$ cat src/rtl/simple_uart_tx_pkg.sv
// Shared definitions for the UART transmitter.
//   DATA_W     : width of one transmitted character
//   PERIOD_W   : width of the bit-period value and of the in-bit clock counter
//   tx_state_t : frame state encoding (IDLE=0, START=1, DATA=2, STOP=3)
package simple_uart_tx_pkg;

  localparam int DATA_W   = 8;
  localparam int PERIOD_W = 11;

  typedef enum logic [1:0] {
    ST_IDLE  = 2'd0,
    ST_START = 2'd1,
    ST_DATA  = 2'd2,
    ST_STOP  = 2'd3
  } tx_state_t;

endpackage

$ cat src/rtl/simple_sync_fifo.sv
// Small synchronous FIFO with registered full/empty flags.
// Ports:
//   clk, reset_n : clock (rising edge) and asynchronous active-low reset
//   push, din    : write request and data; ignored while full
//   pop, dout    : read request and head data; dout is combinational from
//                  the read pointer and only meaningful while !empty
//   full, empty  : registered occupancy flags
module simple_sync_fifo #(
  parameter int WIDTH   = 8,
  parameter int FIFO_AW = 2
) (
  input  logic             clk,
  input  logic             reset_n,
  input  logic             push,
  input  logic             pop,
  input  logic [WIDTH-1:0] din,
  output logic [WIDTH-1:0] dout,
  output logic             full,
  output logic             empty
);

  logic [WIDTH-1:0]   r_mem [2**FIFO_AW];
  logic [FIFO_AW-1:0] r_wptr;
  logic [FIFO_AW-1:0] r_rptr;
  logic [FIFO_AW:0]   r_count;
  logic               r_full;
  logic               r_empty;

  logic [FIFO_AW:0]   w_count_nxt;
  logic               w_push_ok;
  logic               w_pop_ok;

  // A push while full is dropped even if a pop frees a slot in the same cycle.
  assign w_push_ok = push && !r_full;
  assign w_pop_ok  = pop && !r_empty;

  always_comb begin
    w_count_nxt = r_count;
    case ({w_push_ok, w_pop_ok})
      2'b10:   w_count_nxt = r_count + (FIFO_AW+1)'(1);
      2'b01:   w_count_nxt = r_count - (FIFO_AW+1)'(1);
      default: w_count_nxt = r_count;
    endcase
  end

  always_ff @(posedge clk or negedge reset_n) begin
    if (!reset_n) begin
      r_wptr  <= '0;
      r_rptr  <= '0;
      r_count <= '0;
      r_full  <= 1'b0;
      r_empty <= 1'b1;
    end else begin
      if (w_push_ok) r_wptr <= r_wptr + FIFO_AW'(1);
      if (w_pop_ok)  r_rptr <= r_rptr + FIFO_AW'(1);
      r_count <= w_count_nxt;
      // The count never exceeds the depth, so its MSB alone means "full".
      r_full  <= w_count_nxt[FIFO_AW];
      r_empty <= (w_count_nxt == '0);
    end
  end

  // Storage carries no reset; contents are only read behind the empty flag.
  always_ff @(posedge clk) begin
    if (w_push_ok) r_mem[r_wptr] <= din;
  end

  assign dout  = r_mem[r_rptr];
  assign full  = r_full;
  assign empty = r_empty;

endmodule

$ cat src/rtl/simple_uart_tx.sv
// UART transmitter: a write FIFO feeding an 8N1/8N2 serialiser.
// Parameters:
//   FIFO_AW   : FIFO address width, depth = 2**FIFO_AW (1..4)
//   STOP_BITS : stop bits per frame (1 or 2)
// Ports:
//   clk, reset_n : clock (rising edge) and asynchronous active-low reset
//   i_period     : bit time minus one, in clk cycles; sampled at frame start
//   i_wr, i_data : push a byte into the FIFO
//   i_clr_ovr    : clears o_overrun (a simultaneous dropped write wins)
//   o_ready      : FIFO not full
//   o_empty      : FIFO empty
//   o_busy       : a frame is on the wire (start bit through last stop bit)
//   o_overrun    : sticky, a write arrived while the FIFO was full
//   o_txd        : registered serial output, idles high
//
// Valid/ready: a byte is accepted on any rising edge where i_wr=1 and
// o_ready=1; i_wr while o_ready=0 loses the byte and sets o_overrun.
//
// o_txd and o_busy are registered images of the frame state, so the line
// lags the state machine by one clock. Every segment keeps its length; the
// first start-bit clock appears two edges after the write edge.
module simple_uart_tx #(
  parameter int FIFO_AW   = 2,
  parameter int STOP_BITS = 1
) (
  input  logic        clk,
  input  logic        reset_n,
  input  logic [10:0] i_period,
  input  logic        i_wr,
  input  logic [7:0]  i_data,
  input  logic        i_clr_ovr,
  output logic        o_ready,
  output logic        o_empty,
  output logic        o_busy,
  output logic        o_overrun,
  output logic        o_txd
);

  import simple_uart_tx_pkg::*;

  // Index of the final stop bit: 0 for one stop bit, 1 for two.
  localparam logic LAST_STOP_IDX = (STOP_BITS == 2);

  tx_state_t           r_state;
  logic [DATA_W-1:0]   r_sh;
  logic [PERIOD_W-1:0] r_per_l;
  logic [PERIOD_W-1:0] r_cnt;
  logic [2:0]          r_bit_idx;
  logic                r_stop_idx;
  logic                r_txd;
  logic                r_busy;
  logic                r_ovr;

  logic [DATA_W-1:0]   w_dout;
  logic                w_full;
  logic                w_empty;
  logic                w_pop;
  logic                w_bit_end;
  logic                w_last_stop;

  simple_sync_fifo #(
    .WIDTH   (DATA_W),
    .FIFO_AW (FIFO_AW)
  ) u_fifo (
    .clk     (clk),
    .reset_n (reset_n),
    .push    (i_wr),
    .pop     (w_pop),
    .din     (i_data),
    .dout    (w_dout),
    .full    (w_full),
    .empty   (w_empty)
  );

  assign w_bit_end   = (r_cnt == r_per_l);
  assign w_last_stop = (r_state == ST_STOP) && w_bit_end &&
                       (r_stop_idx == LAST_STOP_IDX);
  // Pop from IDLE, or at the end of the last stop bit for a gapless next frame.
  assign w_pop       = !w_empty && ((r_state == ST_IDLE) || w_last_stop);

  always_ff @(posedge clk or negedge reset_n) begin
    if (!reset_n) begin
      r_state    <= ST_IDLE;
      r_sh       <= '0;
      r_per_l    <= '0;
      r_cnt      <= '0;
      r_bit_idx  <= '0;
      r_stop_idx <= 1'b0;
      r_txd      <= 1'b1;
      r_busy     <= 1'b0;
    end else begin
      // Line outputs follow the state held during this cycle.
      case (r_state)
        ST_START: r_txd <= 1'b0;
        ST_DATA:  r_txd <= r_sh[0];
        default:  r_txd <= 1'b1;
      endcase
      r_busy <= (r_state != ST_IDLE);

      case (r_state)
        ST_IDLE: begin
          if (w_pop) begin
            r_sh    <= w_dout;
            r_per_l <= i_period;
            r_cnt   <= '0;
            r_state <= ST_START;
          end
        end
        ST_START: begin
          if (w_bit_end) begin
            r_cnt     <= '0;
            r_bit_idx <= '0;
            r_state   <= ST_DATA;
          end else begin
            r_cnt <= r_cnt + PERIOD_W'(1);
          end
        end
        ST_DATA: begin
          if (w_bit_end) begin
            r_cnt <= '0;
            r_sh  <= r_sh >> 1;
            if (r_bit_idx == 3'd7) begin
              r_stop_idx <= 1'b0;
              r_state    <= ST_STOP;
            end else begin
              r_bit_idx <= r_bit_idx + 3'd1;
            end
          end else begin
            r_cnt <= r_cnt + PERIOD_W'(1);
          end
        end
        ST_STOP: begin
          if (w_bit_end) begin
            r_cnt <= '0;
            if (r_stop_idx == LAST_STOP_IDX) begin
              if (w_pop) begin
                r_sh    <= w_dout;
                r_per_l <= i_period;
                r_state <= ST_START;
              end else begin
                r_state <= ST_IDLE;
              end
            end else begin
              r_stop_idx <= 1'b1;
            end
          end else begin
            r_cnt <= r_cnt + PERIOD_W'(1);
          end
        end
        default: r_state <= ST_IDLE;
      endcase
    end
  end

  // Set has priority so a dropped write is never hidden by a clear.
  always_ff @(posedge clk or negedge reset_n) begin
    if (!reset_n) begin
      r_ovr <= 1'b0;
    end else if (i_wr && w_full) begin
      r_ovr <= 1'b1;
    end else if (i_clr_ovr) begin
      r_ovr <= 1'b0;
    end
  end

  assign o_ready   = !w_full;
  assign o_empty   = w_empty;
  assign o_busy    = r_busy;
  assign o_overrun = r_ovr;
  assign o_txd     = r_txd;

endmodule
$ cat config.mk
export PLATFORM = sky130hd
export DESIGN_NAME = simple_uart_tx
export DESIGN_NICKNAME = d
export VERILOG_FILES = /design/src/rtl/simple_uart_tx_pkg.sv /design/src/rtl/simple_sync_fifo.sv /design/src/rtl/simple_uart_tx.sv
export SDC_FILE = /design/constraint.sdc
export NUM_CORES = 1
export LEC_CHECK = 0
export ABC_AREA = 1
export ABC_CLOCK_PERIOD_IN_PS = 2800
export CORE_ASPECT_RATIO = 1.75
export CORE_MARGIN = 5
export CORE_UTILIZATION = 50
export DETAILED_ROUTE_END_ITERATION = 16
export GPL_ROUTABILITY_DRIVEN = 0
export HOLD_SLACK_MARGIN = 0.06
export PLACE_DENSITY = 0.7
export SYNTH_ARGS = -nofsm -noshare
export SYNTH_HDL_FRONTEND = slang
export SYNTH_SLANG_ARGS = --single-unit
$ cat constraint.sdc
create_clock -name clk -period 2.8 [get_ports clk]
set_input_delay 0.56 -clock clk [delete_from_list [all_inputs] [get_ports clk]]
set_output_delay 0.56 -clock clk [all_outputs]
set_load 0.03 [all_outputs]
==> results of run 1 <==
-- synthesized netlist by cell type (2+ instances only) --
master,n
sky130_fd_sc_hd__edfxtp_1,32
sky130_fd_sc_hd__o21ai_0,24
sky130_fd_sc_hd__inv_1,45
sky130_fd_sc_hd__dfstp_2,2
sky130_fd_sc_hd__inv_2,3
sky130_fd_sc_hd__clkbuf_1,2
sky130_fd_sc_hd__buf_6,2
sky130_fd_sc_hd__xor2_1,6
sky130_fd_sc_hd__nand3_1,20
sky130_fd_sc_hd__buf_2,4
sky130_fd_sc_hd__xnor2_1,8
sky130_fd_sc_hd__o22ai_1,4
sky130_fd_sc_hd__nand2_4,3
sky130_fd_sc_hd__nor2_1,19
sky130_fd_sc_hd__ha_1,13
sky130_fd_sc_hd__o21ai_2,12
sky130_fd_sc_hd__a32o_1,7
sky130_fd_sc_hd__a21oi_1,14
sky130_fd_sc_hd__dfrtp_1,44
sky130_fd_sc_hd__nand2_1,109
-- routing by layer --
layer	vias to the layer above	GRT usage, %	wire [µm]
met5	-	0	0
met4	0	8.65	218
met3	18	4.20	265
met2	50	29.7	3970
met1	1292	17.3	2700
li1	1338	-	-
-- cell type report --
type	instances	area [µm²]
clock inverter	6	71.3
sequential	78	2120
timing repair buffer	35	325
fill	651	3020
tap	88	110
inverter	49	184
clock buffer	10	229
multi-input combinational	249	1410
-- where the power goes --
| group | leakage, nW | internal (W) | switching (W) | total [W] |
|---|---|---|---|---|
| registers | 0.866 | 0.00154 | 0.000216 | 0.00176 |
| clock network | 0.139 | 0.000696 | 0.000454 | 0.00115 |
| logic | 0.954 | 0.000735 | 0.00121 | 0.00195 |
| total | 1.96 | 0.00297 | 0.00188 | 0.00485 |
-- through the flow --
step                      total power [W]  cells  setup WS, ns  instance area, µm²  hold WS, ns
final                             0.00485    515         0.210                4450        0.147
after global routing              0.00525    515       0.00140                4450        0.187
after CTS                         0.00491    515         0.163                4440        0.153
after detailed placement          0.00375    499         0.192                4140        0.459
after global placement            0.00369    499         0.264                4140        0.455
after floorplan                   0.00326    384         0.446                3760        0.264
-- what timing repair did --
| action | CTS | global route |
|---|---|---|
| resized for setup | 0 | 1 |
| hold endpoints to repair | 0 | 0 |
| setup endpoints to repair | 0 | 1 |
-- sequential cells by signal, summed over array words and instances, names as in the netlist --
signal          flops
o_busy              1
o_overrun           1
o_txd               1
r_bit_idx           3
r_cnt              11
r_per_l            11
r_sh                8
r_state             2
u_fifo.empty        1
u_fifo.r_count      3
u_fifo.r_mem       32
u_fifo.r_rptr       2
u_fifo.r_wptr       2
-- final timing paths --
| check | from | endpoint | slack (ns) | depth (start not counted) |
|---|---|---|---|---|
| max reg2reg | r_state[1]$_DFFE_PN0P_ | u_fifo.empty$_DFF_PN1_ | 0.21 | 10 |
| max | r_state[1]$_DFFE_PN0P_ | u_fifo.empty$_DFF_PN1_ | 0.21 | 10 |
| min in group clk | r_sh[1]$_DFFE_PN0P_ | r_sh[1]$_DFFE_PN0P_ | 0.47 | 2 |
| min reg2reg | r_sh[1]$_DFFE_PN0P_ | r_sh[1]$_DFFE_PN0P_ | 0.47 | 2 |
| min | reset_n | r_sh[5]$_DFFE_PN0P_ | 0.15 | 1 |
| max in group asynchronous | reset_n | u_fifo.empty$_DFF_PN1_ | 1.89 | 2 |
-- kinds of logic after synthesis --
family	count (synthesis)	share of synthesized area, %
simple gates	156	17.8
flops	78	56.3
compound gates	64	11.3
buf+inv	57	6.22
xor+xnor	14	3.26
fa+ha+maj	14	4.86
mux	1	0.300
==> flow_summary.rst, run 1 <==
.. list-table::
   :header-rows: 1

   * - Metric
     - Value
   * - Clock insertion delay at the later pin of the skew report
     - 0.33 ns
   * - Synth cell types
     - 31
   * - Remaining global-route overflow
     - 0
   * - Via density per instance
     - ~5.2
   * - TritonCTS clock tree
     - done
   * - CP cell instances
     - inv_1, ha_1, inv_1, a21oi_1, nand2_4, inv_1, ha_1, fa_1, mux2_2, nor3_1
   * - Synthesized area divided by synthesized cell count
     - 9.79 µm²
   * - Hold buffer count at cts
     - 0
   * - Buffers from clock root to sink, at most
     - 2
   * - Number of nets produced by synthesis
     - 421
   * - Count of clock tree sinks
     - 78
   * - ANT cells
     - 0
   * - Worst hold-check path type
     - primary input to async pin
   * - Number of hold violations in the final report
     - 0
   * - Global Route Usage Sum
     - 16.8%
   * - Least-Margin Pin Slew
     - 0.512 ns
   * - Global-route wire length before repair
     - 12.1 mm
   * - Ratio of cells with drive above 1 in the final layout
     - 11.7%
   * - Area growth syn-to-layout
     - 18.3%
   * - Clk pin slew, worst setup/hold paths
     - 0.06 ns
   * - DRT Pass-1 Iters
     - 4
   * - Leading post-synthesis cells by cell area
     - sky130_fd_sc_hd__dfrtp_1 (29%), sky130_fd_sc_hd__edfxtp_1 (26%), sky130_fd_sc_hd__nand2_1 (11%)
   * - Share of Yosys cell area claimed by the top area cell type
     - 29.3%
   * - Crit-path max FO
     - 5
   * - Total die area
     - 9420 µm²
   * - Worst Setup Start Kind
     - flop
   * - Count of pins over their slew limit
     - 0
   * - Floorplan core area
     - around 7500 µm²
   * - Highest-delay cell along the critical path
     - sky130_fd_sc_hd__fa_1
   * - Setup TNS after final layout
     - 0 ns
   * - Proportion of synthesized chip area in sequential cells
     - 56.3%
   * - Combined area of all synthesized cells
     - 3760 µm²
   * - Ys async rst share
     - 59.0%
   * - Required time of the critical path
     - 3.05 ns
   * - Endpoints failing setup
     - 0
   * - Crit-path max cell delay
     - 0.42 ns
   * - Min Tclk post-route
     - 2.59 ns
   * - Area leader, netlist
     - sky130_fd_sc_hd__dfrtp_1
   * - Power density of the placed cells
     - 1090 nW/µm²
   * - # rows
     - 42
   * - Root buf cell
     - sky130_fd_sc_hd__clkbuf_16
   * - WL/cell
     - roughly 14 µm
   * - Htree depth
     - 3
   * - Crit end category
     - flop
   * - IR Drop Worst-Case VDD
     - approximately 650 µV
   * - Max-cap viol count
     - 0
   * - Nets@finish
     - 459
   * - Clock skew after layout
     - around 0.008 ns
   * - Largest net degree at the start of global routing
     - 30
   * - Die Y-Extent
     - 125 µm
   * - Yosys reg bits
     - 78
   * - Most common library cell in the layout ignoring fill and taps
     - sky130_fd_sc_hd__nand2_1
   * - Number of antenna violations at the first check in global routing
     - 0
   * - # Post-CTS Setup Buffers
     - 0
   * - Cell seen most often among critical-path stages
     - sky130_fd_sc_hd__inv_1
   * - Timing-limited maximum frequency
     - 386 MHz
   * - Post-synthesis cell count
     - 384
   * - Ys flop type
     - sky130_fd_sc_hd__dfrtp_1
   * - DRC viols
     - 0
   * - Setup repair after global routing missed its margin
     - no
   * - Number of vias in the routed layout
     - 2698
   * - Detailed Place HPWL
     - ~5.3 mm
   * - Total I/O pin count
     - 28
   * - Count of nets left with antenna violations after detail routing
     - 0
   * - Number of synthesis warnings
     - 0
   * - Data arrival time of the critical path
     - 2.84 ns
   * - Via count of the first global-routing pass
     - 2767
   * - DRT Wirelength
     - roughly 7.1 mm
   * - Starting density of the core
     - about half
   * - Number of buffers inserted by port buffering
     - 27
   * - Leakage power figure
     - between 1.5 and 2 nW
   * - Drt initial violations
     - 85
   * - Most used cells in the layout excluding fill and tap cells
     - sky130_fd_sc_hd__nand2_1 (109), sky130_fd_sc_hd__inv_1 (45), sky130_fd_sc_hd__dfrtp_1 (43)
   * - Crit share post-route
     - a little over 90%
   * - Worst slew margin
     - approximately two thirds
   * - Family of cells with the greatest summed delay on the critical path
     - adder cells
   * - Buffer and inverter count on the worst path
     - 3
   * - Critical path type
     - flop to flop
   * - Post-synth EDFFs
     - 32
   * - Die W
     - 75.5 µm
   * - Final standard cell utilization of the core
     - between 50% and 60%
   * - Clock buffers created by TritonCTS
     - 9
   * - Outcome
     - completed
(Power assumes the default switching activity.)
==> run 2: changes to the inputs <==
--- a/config.mk
+++ b/config.mk
@@ -9,11 +9,10 @@
 export ABC_CLOCK_PERIOD_IN_PS = 2800
 export CORE_ASPECT_RATIO = 1.75
 export CORE_MARGIN = 5
-export CORE_UTILIZATION = 50
+export CORE_UTILIZATION = 30
 export DETAILED_ROUTE_END_ITERATION = 16
 export GPL_ROUTABILITY_DRIVEN = 0
 export HOLD_SLACK_MARGIN = 0.06
-export PLACE_DENSITY = 0.7
 export SYNTH_ARGS = -nofsm -noshare
 export SYNTH_HDL_FRONTEND = slang
 export SYNTH_SLANG_ARGS = --single-unit
==> run 2 against run 1 <==
Net effect: clock-buffer cell count down 1; cell count up 16%; global-route usage down 5.9 points; register-to-register slack about the same; critical path depth up 1; core utilization down 23 points; clock power up 3%; worst hold slack worse by 0.053 ns; clock skew about the same; critical path type unchanged.
==> flow_summary.rst, run 2 (synthesis gave the netlist of run 1 again) <==
.. list-table::
   :header-rows: 1

   * - Metric
     - Value
   * - Htree depth
     - 3 (unchanged)
   * - Max-cap viol count
     - 0 (unchanged)
   * - Worst slew margin
     - 65.7% (-0.083 points)
   * - Buffers from clock root to sink, at most
     - 2 (unchanged)
   * - Crit end category
     - flop
   * - Hold buffer count at cts
     - 0 (unchanged)
   * - Via count of the first global-routing pass
     - 2734 (-1.2%)
   * - # rows
     - 54 (+29%)
   * - Die Y-Extent
     - 158 µm (+27%)
   * - Setup TNS after final layout
     - 0 ns (unchanged)
   * - Remaining global-route overflow
     - 0 (unchanged)
   * - Least-Margin Pin Slew
     - 0.511 ns (-0.00135 ns)
   * - Count of nets left with antenna violations after detail routing
     - 0 (unchanged)
   * - TritonCTS clock tree
     - done
   * - Total die area
     - 15000 µm² (+59%)
   * - Count of pins over their slew limit
     - 0 (unchanged)
   * - Portion of total power attributed to the clock network
     - 24.3% (+0.6 points)
   * - Power Internal
     - 0.00298 W (+0.33%)
   * - Area of all placed cells without fillers
     - 4570 µm² (+2.8%)
   * - Crit share post-route
     - 92.0% (-0.51 points)
   * - Timing-limited maximum frequency
     - 388 MHz (+0.55%)
   * - Clock skew after layout
     - 0.00776 ns (-0.000202 ns)
   * - Number of buffers inserted by port buffering
     - 27 (unchanged)
   * - Leakage power figure
     - 1.98 nW (+0.96%)
   * - Endpoints failing setup
     - 0 (unchanged)
   * - Number of antenna violations at the first check in global routing
     - 0 (unchanged)
   * - Area after DPL
     - 4260 µm² (+2.8%)
   * - Setup repair after global routing missed its margin
     - no
   * - ANT cells
     - 0 (unchanged)
   * - Starting density of the core
     - 30.4% (-20 points)
   * - Switching power of the nets
     - 0.00193 W (+2.5%)
   * - Clock buffers created by TritonCTS
     - 9 (unchanged)
   * - DRT Pass-1 Iters
     - 4 (unchanged)
   * - Count of clock tree sinks
     - 78 (unchanged)
   * - Root buf cell
     - sky130_fd_sc_hd__clkbuf_16
   * - Number of vias in the routed layout
     - 2697 (-0.037%)
   * - Worst hold-check path type
     - primary input to async pin
   * - DRC viols
     - 0 (unchanged)
   * - Crit-path max FO
     - 7 (+2)
   * - Floorplan core area
     - 12400 µm² (+66%)
   * - Drt initial violations
     - 81 (-4.7%)
   * - Most common library cell in the layout ignoring fill and taps
     - sky130_fd_sc_hd__nand2_1
   * - # Post-CTS Setup Buffers
     - 0 (unchanged)
   * - Via density per instance
     - 4.52 (-14%)
   * - IR Drop Worst-Case VDD
     - 351 µV (-46%)
   * - Ratio of cells with drive above 1 in the final layout
     - 12.1% (+0.41 points)
   * - Switching portion of total power
     - 39.3% (+0.50 points)
   * - Data arrival time of the critical path
     - 2.84 ns (about the same)
   * - Part of the power in registers
     - 35.6% (-0.6 points)
   * - Clock insertion delay at the later pin of the skew report
     - 0.34 ns (about the same)
   * - Number of hold violations in the final report
     - 0 (unchanged)
   * - Outcome
     - completed
   * - Global-route wire length before repair
     - 12.5 mm (+3.8%)
   * - Sum of internal, switching and leakage power
     - 0.00491 W (+1.2%)
   * - Most used cells in the layout excluding fill and tap cells
     - sky130_fd_sc_hd__nand2_1 (109), sky130_fd_sc_hd__inv_1 (45), sky130_fd_sc_hd__dfrtp_1 (44)
   * - Required time of the critical path
     - 3.06 ns (about the same)
   * - Detailed Place HPWL
     - 5.52 mm (+3.6%)
   * - DRT Wirelength
     - 7.58 mm (+6.0%)
   * - Die W
     - 94.6 µm (+25%)
   * - Area growth syn-to-layout
     - 21.5%
   * - WL/cell
     - 12.7 µm (-8.5%)
   * - Final standard cell utilization of the core
     - 36.9% (-23 points)
   * - Nets@finish
     - 461 (+0.44%)
   * - Fillers
     - 1206 (+85%)
   * - Clk pin slew, worst setup/hold paths
     - 0.07 ns (about the same)
   * - Worst Setup Start Kind
     - flop
   * - Share of total power in combinational logic
     - 40.1% (about the same)
   * - Total I/O pin count
     - 28 (unchanged)
   * - Most flops, register
     - u_fifo.r_mem
   * - Min Tclk post-route
     - 2.58 ns (-0.0142 ns)
   * - Flip-flop count of the largest register, all copies and words added
     - 32 (unchanged)
   * - Largest net degree at the start of global routing
     - 23 (-23%)
   * - Power density of the placed cells
     - 1070 nW/µm² (-1.6%)
   * - Global Route Usage Sum
     - 10.9% (-5.9 points)
   * - Post-CTS Resized
     - 0 (unchanged)
   * - Critical path type
     - flop to flop
   * - Top flop regs
     - u_fifo.r_mem: 32 flops, r_cnt: 11 flops, r_per_l: 11 flops
==> run 2: cell count changes in the layout (fill, tap and decap cells not counted) <==
cell,previous run,this run
sky130_fd_sc_hd__clkbuf_1,1,0
sky130_fd_sc_hd__dfrtp_2,1,0
sky130_fd_sc_hd__clkinvlp_4,2,1
sky130_fd_sc_hd__buf_4,8,10
sky130_fd_sc_hd__inv_6,1,0
sky130_fd_sc_hd__clkinv_4,2,4
sky130_fd_sc_hd__dfrtp_1,43,44
sky130_fd_sc_hd__inv_8,0,1
==> run 2: worst paths after layout <==
path	startpoint	to	slack, ns	depth (start not counted)
min in group clk	r_sh[3]$_DFFE_PN0P_	r_sh[3]$_DFFE_PN0P_	0.48	2
max in group asynchronous	reset_n	u_fifo.empty$_DFF_PN1_	2.07	2
setup reg to reg	r_cnt[1]$_DFFE_PN0P_	u_fifo.empty$_DFF_PN1_	0.22	11
hold / removal	reset_n	o_busy$_DFF_PN0_	0.09	1
hold reg to reg	r_sh[3]$_DFFE_PN0P_	r_sh[3]$_DFFE_PN0P_	0.48	2
setup / recovery	r_cnt[1]$_DFFE_PN0P_	u_fifo.empty$_DFF_PN1_	0.22	11
==> run 2: area by class of cell <==
type	count	area (µm²)	area share [%]
clock buffer	9	225	4.93
clock inverter	7	83.8	1.84
inverter	49	184	4.03
multi-input combinational	249	1410	30.9
sequential	78	2110	46.3
tap	168	210	4.60
timing repair buffer	37	340	7.45
==> run 2: per-layer routing <==
layer / track usage (%) / routed length [µm] / vias to the layer above / part of all wire [%]
li1: - / - / 1341 / -
met5: 0 / 0 / - / 0
met1: 11.2 / 2920 / 1287 / 39
met4: 5.85 / 202 / 0 / 2.7
met3: 3.04 / 313 / 18 / 4.1
met2: 19.7 / 4140 / 51 / 55
==> run 2: per-stage QoR <==
step	hold WS, ns	instances	worst slack (ns)
final	0.0944	597	0.225
after global routing	0.108	597	0.000104
after CTS	0.101	597	0.211
after detailed placement	0.463	581	0.229
after global placement	0.454	581	0.298
after floorplan	0.264	384	0.446
==> run 2: critical path, stage by stage, from the launching register on <==
cell and delay, ns:
sky130_fd_sc_hd__dfrtp_1 0.43, sky130_fd_sc_hd__xnor2_1 0.22, sky130_fd_sc_hd__nand2_1 0.07, sky130_fd_sc_hd__nor2_1 0.23, sky130_fd_sc_hd__nand3_4 0.16, sky130_fd_sc_hd__nand2_4 0.13, sky130_fd_sc_hd__nand2_4 0.09, sky130_fd_sc_hd__inv_1 0.10
sky130_fd_sc_hd__ha_1 0.20, sky130_fd_sc_hd__fa_1 0.42, sky130_fd_sc_hd__mux2_2 0.28, sky130_fd_sc_hd__nor3_1 0.17
==> run 2: power groups by stage <==
stage                     sequential (W)  combinational, W  clock [W]
after floorplan                  0.00176           0.00150          0
after global placement           0.00176           0.00195          0
after detailed placement         0.00177           0.00199          0
after CTS                        0.00175           0.00201    0.00121
after global routing             0.00179           0.00222    0.00127
final                            0.00175           0.00197    0.00119
